<file path="src/rtl/truth_table_scanner.sv">
`default_nettype none
// ============================================================================
//  Module      : truth_table_scanner
//  Description : Walks every input combination of an external N_IN-input,
//                single-output function in ascending order. Each row is held
//                for SETTLE+1 cycles before the function output is sampled.
//                The captured truth table is compared with a latched expected
//                vector, and the block reports pass/fail, the mismatch count
//                and the first mismatching row.
//  Revision    : 1.0  initial release
// ============================================================================
module truth_table_scanner #(
   parameter int N_IN   = 2,
   parameter int SETTLE = 1
) (
   input  logic                   clk,
   input  logic                   rst_n,
   input  logic                   start,
   input  logic [(1<<N_IN)-1:0]   expected,
   output logic [N_IN-1:0]        dut_in,
   input  logic                   dut_out,
   output logic                   busy,
   output logic                   done,
   output logic [(1<<N_IN)-1:0]   table_out,
   output logic                   pass,
   output logic [N_IN:0]          mismatch_cnt,
   output logic [N_IN-1:0]        mismatch_idx
);

   localparam int              ROWS     = 1 << N_IN;
   localparam logic [3:0]      SETTLE_C = 4'(SETTLE);
   localparam logic [N_IN-1:0] LAST_ROW = N_IN'(ROWS - 1);

   typedef enum logic [1:0] {
      IDLE = 2'd0,
      SCAN = 2'd1,
      DONE = 2'd2
   } state_t;

   state_t            state;
   logic [N_IN-1:0]   idx;
   logic [3:0]        cnt;
   logic [ROWS-1:0]   exp_q;

   logic              row_miss;
   logic [N_IN:0]     cnt_next;

   // Mismatch for the row currently being sampled, and the running count including it
   assign row_miss = (dut_out != exp_q[idx]);
   assign cnt_next = mismatch_cnt + (N_IN+1)'(row_miss);

   // Scan controller: accept a request, step through the rows, report results
   always_ff @(posedge clk) begin
      if (!rst_n) begin
         state        <= IDLE;
         idx          <= '0;
         cnt          <= '0;
         exp_q        <= '0;
         dut_in       <= '0;
         busy         <= 1'b0;
         done         <= 1'b0;
         table_out    <= '0;
         pass         <= 1'b0;
         mismatch_cnt <= '0;
         mismatch_idx <= '0;
      end else begin
         case (state)
            IDLE: begin
               done <= 1'b0;
               if (start) begin
                  exp_q        <= expected;
                  table_out    <= '0;
                  mismatch_cnt <= '0;
                  mismatch_idx <= '0;
                  pass         <= 1'b0;
                  idx          <= '0;
                  cnt          <= '0;
                  dut_in       <= '0;
                  busy         <= 1'b1;
                  state        <= SCAN;
               end
            end

            SCAN: begin
               if (cnt < SETTLE_C) begin
                  cnt <= cnt + 4'd1;
               end else begin
                  table_out[idx] <= dut_out;
                  mismatch_cnt   <= cnt_next;
                  // Only the first differing row is recorded
                  if (row_miss && (mismatch_cnt == '0)) begin
                     mismatch_idx <= idx;
                  end
                  cnt <= '0;
                  if (idx == LAST_ROW) begin
                     // dut_in intentionally keeps the last row value
                     state <= DONE;
                     busy  <= 1'b0;
                     done  <= 1'b1;
                     pass  <= (cnt_next == '0);
                  end else begin
                     idx    <= idx + N_IN'(1);
                     dut_in <= idx + N_IN'(1);
                  end
               end
            end

            DONE: begin
               done  <= 1'b0;
               state <= IDLE;
            end

            default: begin
               state <= IDLE;
            end
         endcase
      end
   end

endmodule
`default_nettype wire

</file>
<file path="config.mk">
export PLATFORM = sky130hd
export DESIGN_NAME = truth_table_scanner
export DESIGN_NICKNAME = d
export VERILOG_FILES = /design/src/rtl/truth_table_scanner.sv
export SDC_FILE = /design/constraint.sdc
export NUM_CORES = 1
export LEC_CHECK = 0
export ABC_AREA = 1
export CAP_MARGIN = 20
export CORE_MARGIN = 3
export CORE_UTILIZATION = 54
export CTS_CLUSTER_SIZE = 25
export DETAILED_ROUTE_END_ITERATION = 8
export GPL_TIMING_DRIVEN = 0
export PLACE_DENSITY = 0.91
export SYNTH_ARGS = -nofsm -noshare
export SYNTH_HDL_FRONTEND = slang
export SYNTH_SLANG_ARGS = --single-unit
</file>
<file path="constraint.sdc">
create_clock -name clk -period 5.2 [get_ports clk]
set_clock_uncertainty 0.2 [all_clocks]
set_input_delay 0.52 -clock clk [delete_from_list [all_inputs] [get_ports clk]]
set_output_delay 0.52 -clock clk [all_outputs]
set_load 0.01 [all_outputs]
</file>
After elaboration in Yosys (flattened, before gate mapping)

Cells that the tools add are included.

Bits in registers: 24
Latch bits: 0
Memory bits (writable): 0
Memory bits (read-only): 0
Input port bits: 8
Output and inout bits: 14
Memories: 0

$add $sub $neg: 3
Multipliers: 0
Div/mod/pow operators: 0
$lt $le $gt $ge: 3
Equality and inequality tests: 9
Shifts and indexed selects: 0
Multiplexer cells: 35
Bitwise gates (word level): 0
Reductions and logical operators: 16

Operators with widths:

| cell                                                 | count |
|---|---|
| 2-to-1 mux 2 bit                                     | 8 |
| one-hot mux 4 bit (2 select lines)                   | 2 |
| 2-to-1 mux 4 bit                                     | 3 |
| one-hot mux 2 bit (2 select lines)                   | 3 |
| AND reduction 4 bit                                  | 3 |
| 2-to-1 mux 1 bit                                     | 10 |
| != test 2 bit (second input constant)                | 5 |
| AND reduction 3 bit                                  | 3 |
| logical NOT 3 bit                                    | 2 |
| 2-to-1 mux 3 bit                                     | 2 |
| one-hot mux 1 bit (2 select lines)                   | 3 |
| one-hot mux 3 bit (2 select lines)                   | 1 |
| adder 4 x 1 -> 4 bit (second input constant)         | 1 |
| bitwise mux 4 bit                                    | 1 |
| equality test 2 bit (second input constant)          | 2 |
| < comparator 4 x 1 -> 1 bit (second input constant)  | 1 |
| AND reduction 2 bit                                  | 2 |
| nonzero test 2 bit                                   | 2 |
| adder 3 x 1 -> 3 bit                                 | 1 |
| < comparator 2 x 3 -> 1 bit (second input constant)  | 1 |
| adder 2 x 1 -> 2 bit (second input constant)         | 1 |
| binary-select mux 1 bit (select 2 bit)               | 1 |
| demux 1 bit (select 2 bit)                           | 1 |
| equality test 2 x 1 -> 1 bit (second input constant) | 1 |
| 5 further kinds                                      | 6 |

Longest topological paths before layout

Gate-level depths: netlist (run 1).

Depth in word-level cells: 8
Depth in mapped cells: 12
Gate-level depth less buffers: 12

Least setup slack after synthesis (run 1)

No wires, ideal clock.

Path kind: reg2reg
From: register idx[0]
To: register pass
Setup time: 0.071 ns
Arrival time: 1.745 ns
Data required time: 4.929 ns
Setup slack: 3.184 ns
Cell stages (with the launch flop): 12
Path buffers: 0
Clock period less this slack: 2.016 ns
Cells stage by stage: dfxtp_1 > inv_2 > nand2_1 > nand3_1 > nand2_1 > nand2_1 > and2_1 > ha_1 > ha_1 > nor3_1 > nand4_1 > a21oi_1

Word-level cells in the longest chain between the ends: 8
Elaborated cells between the ends (all ways): 11
Classes of those cells: add/sub (1); eq/ne (3); mux (5); reduce/logical (2)

RTL lines:

| what                                   | RTL line | source |
|---|---|---|
| from (decl)                            | 41       | `logic [N_IN-1:0] idx;` |
| from (signal assigned)                 | 102      | `idx <= idx + N_IN'(1);` |
| binary-select mux 1 bit (select 2 bit) | 49       | `assign row_miss = (dut_out != exp_q[idx]);` |
| 2-to-1 mux 1 bit (implied by the code) | 49       |  |
| != test 1 bit                          | 49       |  |
| adder 3 x 1 -> 3 bit                   | 50       | `assign cnt_next = mismatch_cnt + (N_IN+1)'(row_miss);` |
| logical NOT 3 bit                      | 100      | `pass <= (cnt_next == '0);` |
| 2-to-1 mux 1 bit                       | 95       | `if (idx == LAST_ROW) begin` |
| 2-to-1 mux 1 bit                       | 85       | `if (cnt < SETTLE_C) begin` |
| one-hot mux 1 bit (2 select lines)     | 67       | `case (state)` |
| to (signal assigned)                   | 100      |  |
| to (decl)                              | 25       | `output logic pass,` |

Parallel ways exist; a longest one is shown, timed or not. The select of a mux whose other input is x is not followed.
A chain may end at the register's enable or synchronous reset.

Worst setup path after layout (run 1)

From: input port dut_out
To: register pass

Word-level cells in the longest chain between the ends: 6

RTL lines:

| what                               | RTL line | source |
|---|---|---|
| from (decl)                        | 21       | `input logic dut_out,` |
| != test 1 bit                      | 49       |  |
| adder 3 x 1 -> 3 bit               | 50       |  |
| logical NOT 3 bit                  | 100      |  |
| 2-to-1 mux 1 bit                   | 95       |  |
| 2-to-1 mux 1 bit                   | 85       |  |
| one-hot mux 1 bit (2 select lines) | 67       |  |

Every way passes these cells. The select of a mux whose other input is x is not followed.

==> results of run 1 <==
-- worst paths after layout --
kind | start | slack, ns | cells after the start | to
setup / recovery | dut_out | 2.94 | 9 | pass
hold / removal | busy | 0.27 | 2 | busy
setup reg to reg | idx[0] | 2.98 | 12 | pass
hold reg to reg | busy | 0.27 | 2 | busy
-- layout make-up --
type | count | share of cell area (%)
well taps | 27 | 2.348
plain buffers | 1 | 0.2609
inverters | 17 | 5.130
clock buffers | 4 | 2.522
flip-flops and latches | 24 | 33.39
multi-input cells | 104 | 41.74
repair buffers | 21 | 14.61
-- through the flow --
| stage | hold slack [ns] | setup slack (ns) | utilization [%] | cells | area, sq um |
|---|---|---|---|---|---|
| after global routing | 0.2904 | 2.776 | 71.88 | 198 | 1439 |
| final | 0.2721 | 2.941 | 71.88 | 198 | 1439 |
| after detailed placement | 0.2566 | 2.592 | 70.06 | 194 | 1403 |
| after global placement | 0.2486 | 2.625 | 70.06 | 194 | 1403 |
| after floorplan | 0.2390 | 3.184 | - | 146 | 1159 |
| after CTS | 0.2754 | 2.933 | 71.88 | 198 | 1439 |
-- cell families after synthesis --
group	count (synthesis)	share of synthesized area, %
fa+ha+maj	8	8.640
flops	24	41.47
simple gates	66	28.51
buf+inv	18	6.695
compound gates	29	13.93
xor+xnor	1	0.7561
-- state kept, by name, indices dropped and copies added, names as in the netlist --
| name | count |
|---|---|
| cnt | 4 |
| pass | 1 |
| busy | 1 |
| exp_q | 4 |
| mismatch_cnt | 3 |
| mismatch_idx | 2 |
| table_out | 4 |
| state | 2 |
| idx | 2 |
| done | 1 |
-- cell usage after synthesis, drive strengths merged --
| cell | number | area share [%] |
|---|---|---|
| and2 | 1 | 0.54 |
| nand3 | 7 | 3.5 |
| clkinv | 1 | 0.32 |
| clkbuf | 1 | 0.32 |
| nor2 | 16 | 5.4 |
| o21ai | 10 | 5.3 |
| a211oi | 2 | 1.3 |
| nand4 | 4 | 2.2 |
| nand2 | 34 | 14 |
| ha | 8 | 8.6 |
| xor2 | 1 | 0.76 |
| dfxtp | 24 | 41 |
| inv | 16 | 6.0 |
| nand3b | 1 | 1.7 |
| a21oi | 17 | 7.3 |
| nor3 | 3 | 1.3 |
-- power groups by stage --
stage	registers, mW	clock network (mW)	logic, mW
after floorplan	0.214	0	0.0754
after global placement	0.212	0	0.110
after detailed placement	0.212	0	0.116
after CTS	0.208	0.0982	0.116
after global routing	0.211	0.105	0.131
final	0.208	0.0977	0.116
-- worst max-delay path: cells and delay by family --
family          cells  cell delay, ns
buf+inv             1            0.59
compound gates      1            0.13
xor+xnor            1            0.16
simple gates        4            0.57
fa+ha+maj           2            0.36
-- metal layers --
layer	GRT usage (%)	wire length, microns
met1	21.44	978
met2	35.95	1204
met3	2.564	115
met4	12.77	56
met5	0	0
==> reports/metrics.cfg, run 1 <==
[power_and_ir_drop]
power_density_nw_per_um2=293.6
power.switching_mw=0.1343
leakage_nw=0.5940
p_int_mw=0.2882
swShare_pct=31.79
seq_power_share_pct=49.3
total_power_mw=0.4225
pwr-share-clk_pct=23.1
vdd_drop_max_mv=0.1973
p_comb_share_pct=27.6

[global_route]
grt-ovfl-total=0
grt_antenna_before_repair=0
track_usage_pct=19.93
grt_pass1_vias=1028
grt_max_degree=14
grt_pass1_wl_mm=4.064

[clock_tree]
cts_inserted_buffers=3
clkTransAtPathRegs_ns=0.13
cts-root-buf=clkbuf_4
post-cts-setup-buffer-count=0
cts_tree=yes
cts_hold_buf=0
clock-sinks=24
ctsResizeCount=0
clock_path_buffers=2
h-tree-depth=1
clock_latency_ns=0.31

[critical_path]
cpMaxStageDelayCell=clkdlybuf4s50_1
path_class=in -> reg
arrival_ns=2.31
critPathRequiredTime_ns=5.25
cp-start-kind=input pin
path_cells=clkdlybuf4s50_1 > nand3_1 > and2_1 > ha_1 > ha_1 > xor2_1 > nor3_1 > nand4_1 > a21oi_1
worst_setup_path_end_kind=flip-flop
cp_max_fo=6
cp_slowest_stage_delay_ns=0.59
cpMostUsedCell=ha_1

[final_layout]
area_growth_pct=24.19
final_layout_size_suffix_gt1_share_pct=9.357
final_common_cell=nand2_1
fillCellCount=157
seq_area_sq_um=480.5
most-common-layout-cells=30 x nand2_1, 24 x dfxtp_1, 21 x clkdlybuf4s50_1
nets=188
multi_input_area_sq_um=600.6
diodes=0

[routing]
vias_per_cell=5.313
routed_wl_mm=2.355
drt-initial-drc-count=30
wl_per_cell_microns=11.89
firstDrtPassIters=4
vias=1052
drcViolationCount=0
drtAntennaViolNets=0

[timing]
fmax_ghz=0.4426
setup_viol=0
worst_slew_pin_slew_ns=0.4612
final-hold-violation-count=0
period_needed_ns=2.259
finalCritPeriodShare_pct=43.45
rsz0062_at_grt=no
slew_violations=0
relSlewSlack_pct=69.25
fin_setup_tns_ns=0

[place]
place.gp.congestion=0.8152
io_buffers=21
dpl.hpwl_mm=1.847

[die]
core_area_sq_um=2002
die_h_microns=52.32
rows=16
initial_utilization_pct=57.87
die_w_microns=52.32
dieArea_sq_um=2737
ios=22

[status]
status=finished clean

[yosys]
avgSynthCellArea_sq_um=7.936
netlist_area_sq_um=1159
synth-seq-cells=24
syn_nets=162
yosysWarnings=0
postSynthCellCount=146
synth_cell_types=24
yosysSeqAreaShare_pct=41.47

[job]
maxCapViolations=0

[worst_hold_path]
holdCritPathClass=reg -> reg

No activity file was read; power rests on OpenSTA's default activity.
==> run 2: changes to the inputs <==
- CORE_UTILIZATION: 54 -> 50
- PLACE_DENSITY: 0.91 -> 0.86
- clock period: 5.2 -> 2.4 ns (I/O delays scaled with it)
==> run 2 against run 1 <==
Against the previous run: flip-flop and latch count is the same; sequential power rose by 120%; first-iteration DRC count shrank 13%; power is 140% higher; worst setup slack lost 2.8 ns; final area up 1.2%; sequential share of layout area fell by 0.32 points; largest cell class unchanged.
==> reports/metrics.cfg, run 2 (synthesized netlist as in run 1, its figures left out) <==
[clock_tree]
h-tree-depth=1
clock_path_buffers=2
cts-root-buf=clkbuf_4
cts_inserted_buffers=3
cts_tree=yes
clock-sinks=24
clkTransAtPathRegs_ns=0.13
clock_latency_ns=0.32

[timing]
slew_violations=0
worst_slew_pin_slew_ns=0.4327
setup_viol=0
relSlewSlack_pct=71.15
fin_setup_tns_ns=0
fmax_ghz=0.4445
finalCritPeriodShare_pct=93.75
period_needed_ns=2.250
final-hold-violation-count=0
rsz0062_at_grt=no

[critical_path]
reg2reg_depth=10
rrSetupSlack_ns=0.15
r2r_end=pass
crit_path_start=idx[1]
arrival_ns=2.30
path_class=reg -> reg
crit_path_end=pass
worst_setup_path_end_kind=flip-flop
critPathRequiredTime_ns=2.45
cp-start-kind=flip-flop
cp_max_fo=6
worstReg2RegStart=idx[1]

[final_layout]
area_growth_pct=25.70
final_util_pct=69.95
most-common-layout-cells=30 x nand2_1, 23 x dfxtp_1, 21 x clkdlybuf4s50_1
final_layout_size_suffix_gt1_share_pct=9.942
largest_registers=cnt (4), exp_q (4), table_out (4)
nets=188
final_common_cell=nand2_1
diodes=0

[routing]
drcViolationCount=0
vias=1047
routed_wl_mm=2.376
drtAntennaViolNets=0
firstDrtPassIters=4
vias_per_cell=5.288
drt-initial-drc-count=26
wl_per_cell_microns=12.00

[die]
ios=22
rows=16
core_area_sq_um=2082
dieArea_sq_um=2931
initial_utilization_pct=55.65
die_h_microns=54.14
die_w_microns=54.14

[status]
status=finished clean

[place]
dpl.hpwl_mm=1.779
io_buffers=21
place.gp.congestion=0.8071

[power_and_ir_drop]
power_density_nw_per_um2=685.2
vdd_drop_max_mv=0.4155
leakage_nw=0.6012

[global_route]
grt_pass1_wl_mm=4.036
grt_max_degree=15
grt_antenna_before_repair=0
grt_pass1_vias=1010
track_usage_pct=19.06
grt-ovfl-total=0

[job]
maxCapViolations=0

[worst_hold_path]
holdCritPathClass=reg -> reg
worstHoldPathCells=2

run 2: cell types whose count changed in the layout (fill, tap and decap cells not counted), sizes merged:
| cell | before | now |
|---|---|---|
| bufinv | 0 | 1 |
| clkbuf | 5 | 4 |
run 2: repair_timing:
item	in CTS	in global routing
hold buffers	0	0
endpoints found under the setup margin	0	1
setup buffers	0	0
hold endpoints to repair	0	0
gates resized for setup	0	1
run 2: metal layers:
metal / up-vias / global-route usage (%) / routed length, microns / part of all wire, %
met3: 8 / 4.709 / 131 / 5.5
met1: 483 / 21.51 / 1039 / 44
met4: 0 / 10.37 / 65 / 2.7
met2: 27 / 32.47 / 1139 / 48
li1: 529 / - / - / -
met5: - / 0 / 0 / 0
run 2: power breakdown:
part	internal, mW	switching, mW
combinational	0.105	0.147
sequential	0.427	0.0244
clock	0.169	0.125
run 2: layout make-up:
class,instances,area [sq um]
Timing Repair Buffer,21,210.2
Inverter,17,73.82
Clock buffer,3,22.52
Buffer,1,3.754
Multi-Input combinational cell,104,600.6
Tap cell,27,33.78
Sequential cell,24,481.7
Clock inverter,1,30.03
Fill cell,177,625.6
run 2: worst min-delay path by stage:
| stage | start | end | slack, ns |
|---|---|---|---|
| final | table_out[1] | table_out[1] | 0.27 |
| after global routing | cnt[3] | cnt[3] | 0.30 |
| after CTS | table_out[1] | table_out[1] | 0.27 |
| after detailed placement | table_out[1] | table_out[1] | 0.25 |
| after global placement | table_out[1] | table_out[1] | 0.25 |
| after floorplan | rst_n | mismatch_idx[0] | 0.16 |
run 2: through the flow:
stage	power (mW)	hold WS (ns)	cells	cell area [sq um]	setup WS, ns
floorplan	0.6265	0.1607	146	1159	0.3838
global placement	0.6994	0.2483	194	1403	0.1247
detailed placement	0.7102	0.2534	194	1403	0.03648
CTS	1.001	0.2709	198	1455	0.1291
global route	1.051	0.2999	198	1456	0.05779
finish	0.9979	0.2692	198	1456	0.1501
run 2: worst max-delay path, cell delays in order (launching register included):
cell	delay [ns]
dfxtp_1	0.47
inv_1	0.14
nand3_1	0.15
nand3_1	0.11
and2_1	0.18
ha_1	0.19
ha_1	0.19
xor2_1	0.15
nor3_1	0.15
nand4_1	0.10
a21oi_1	0.15
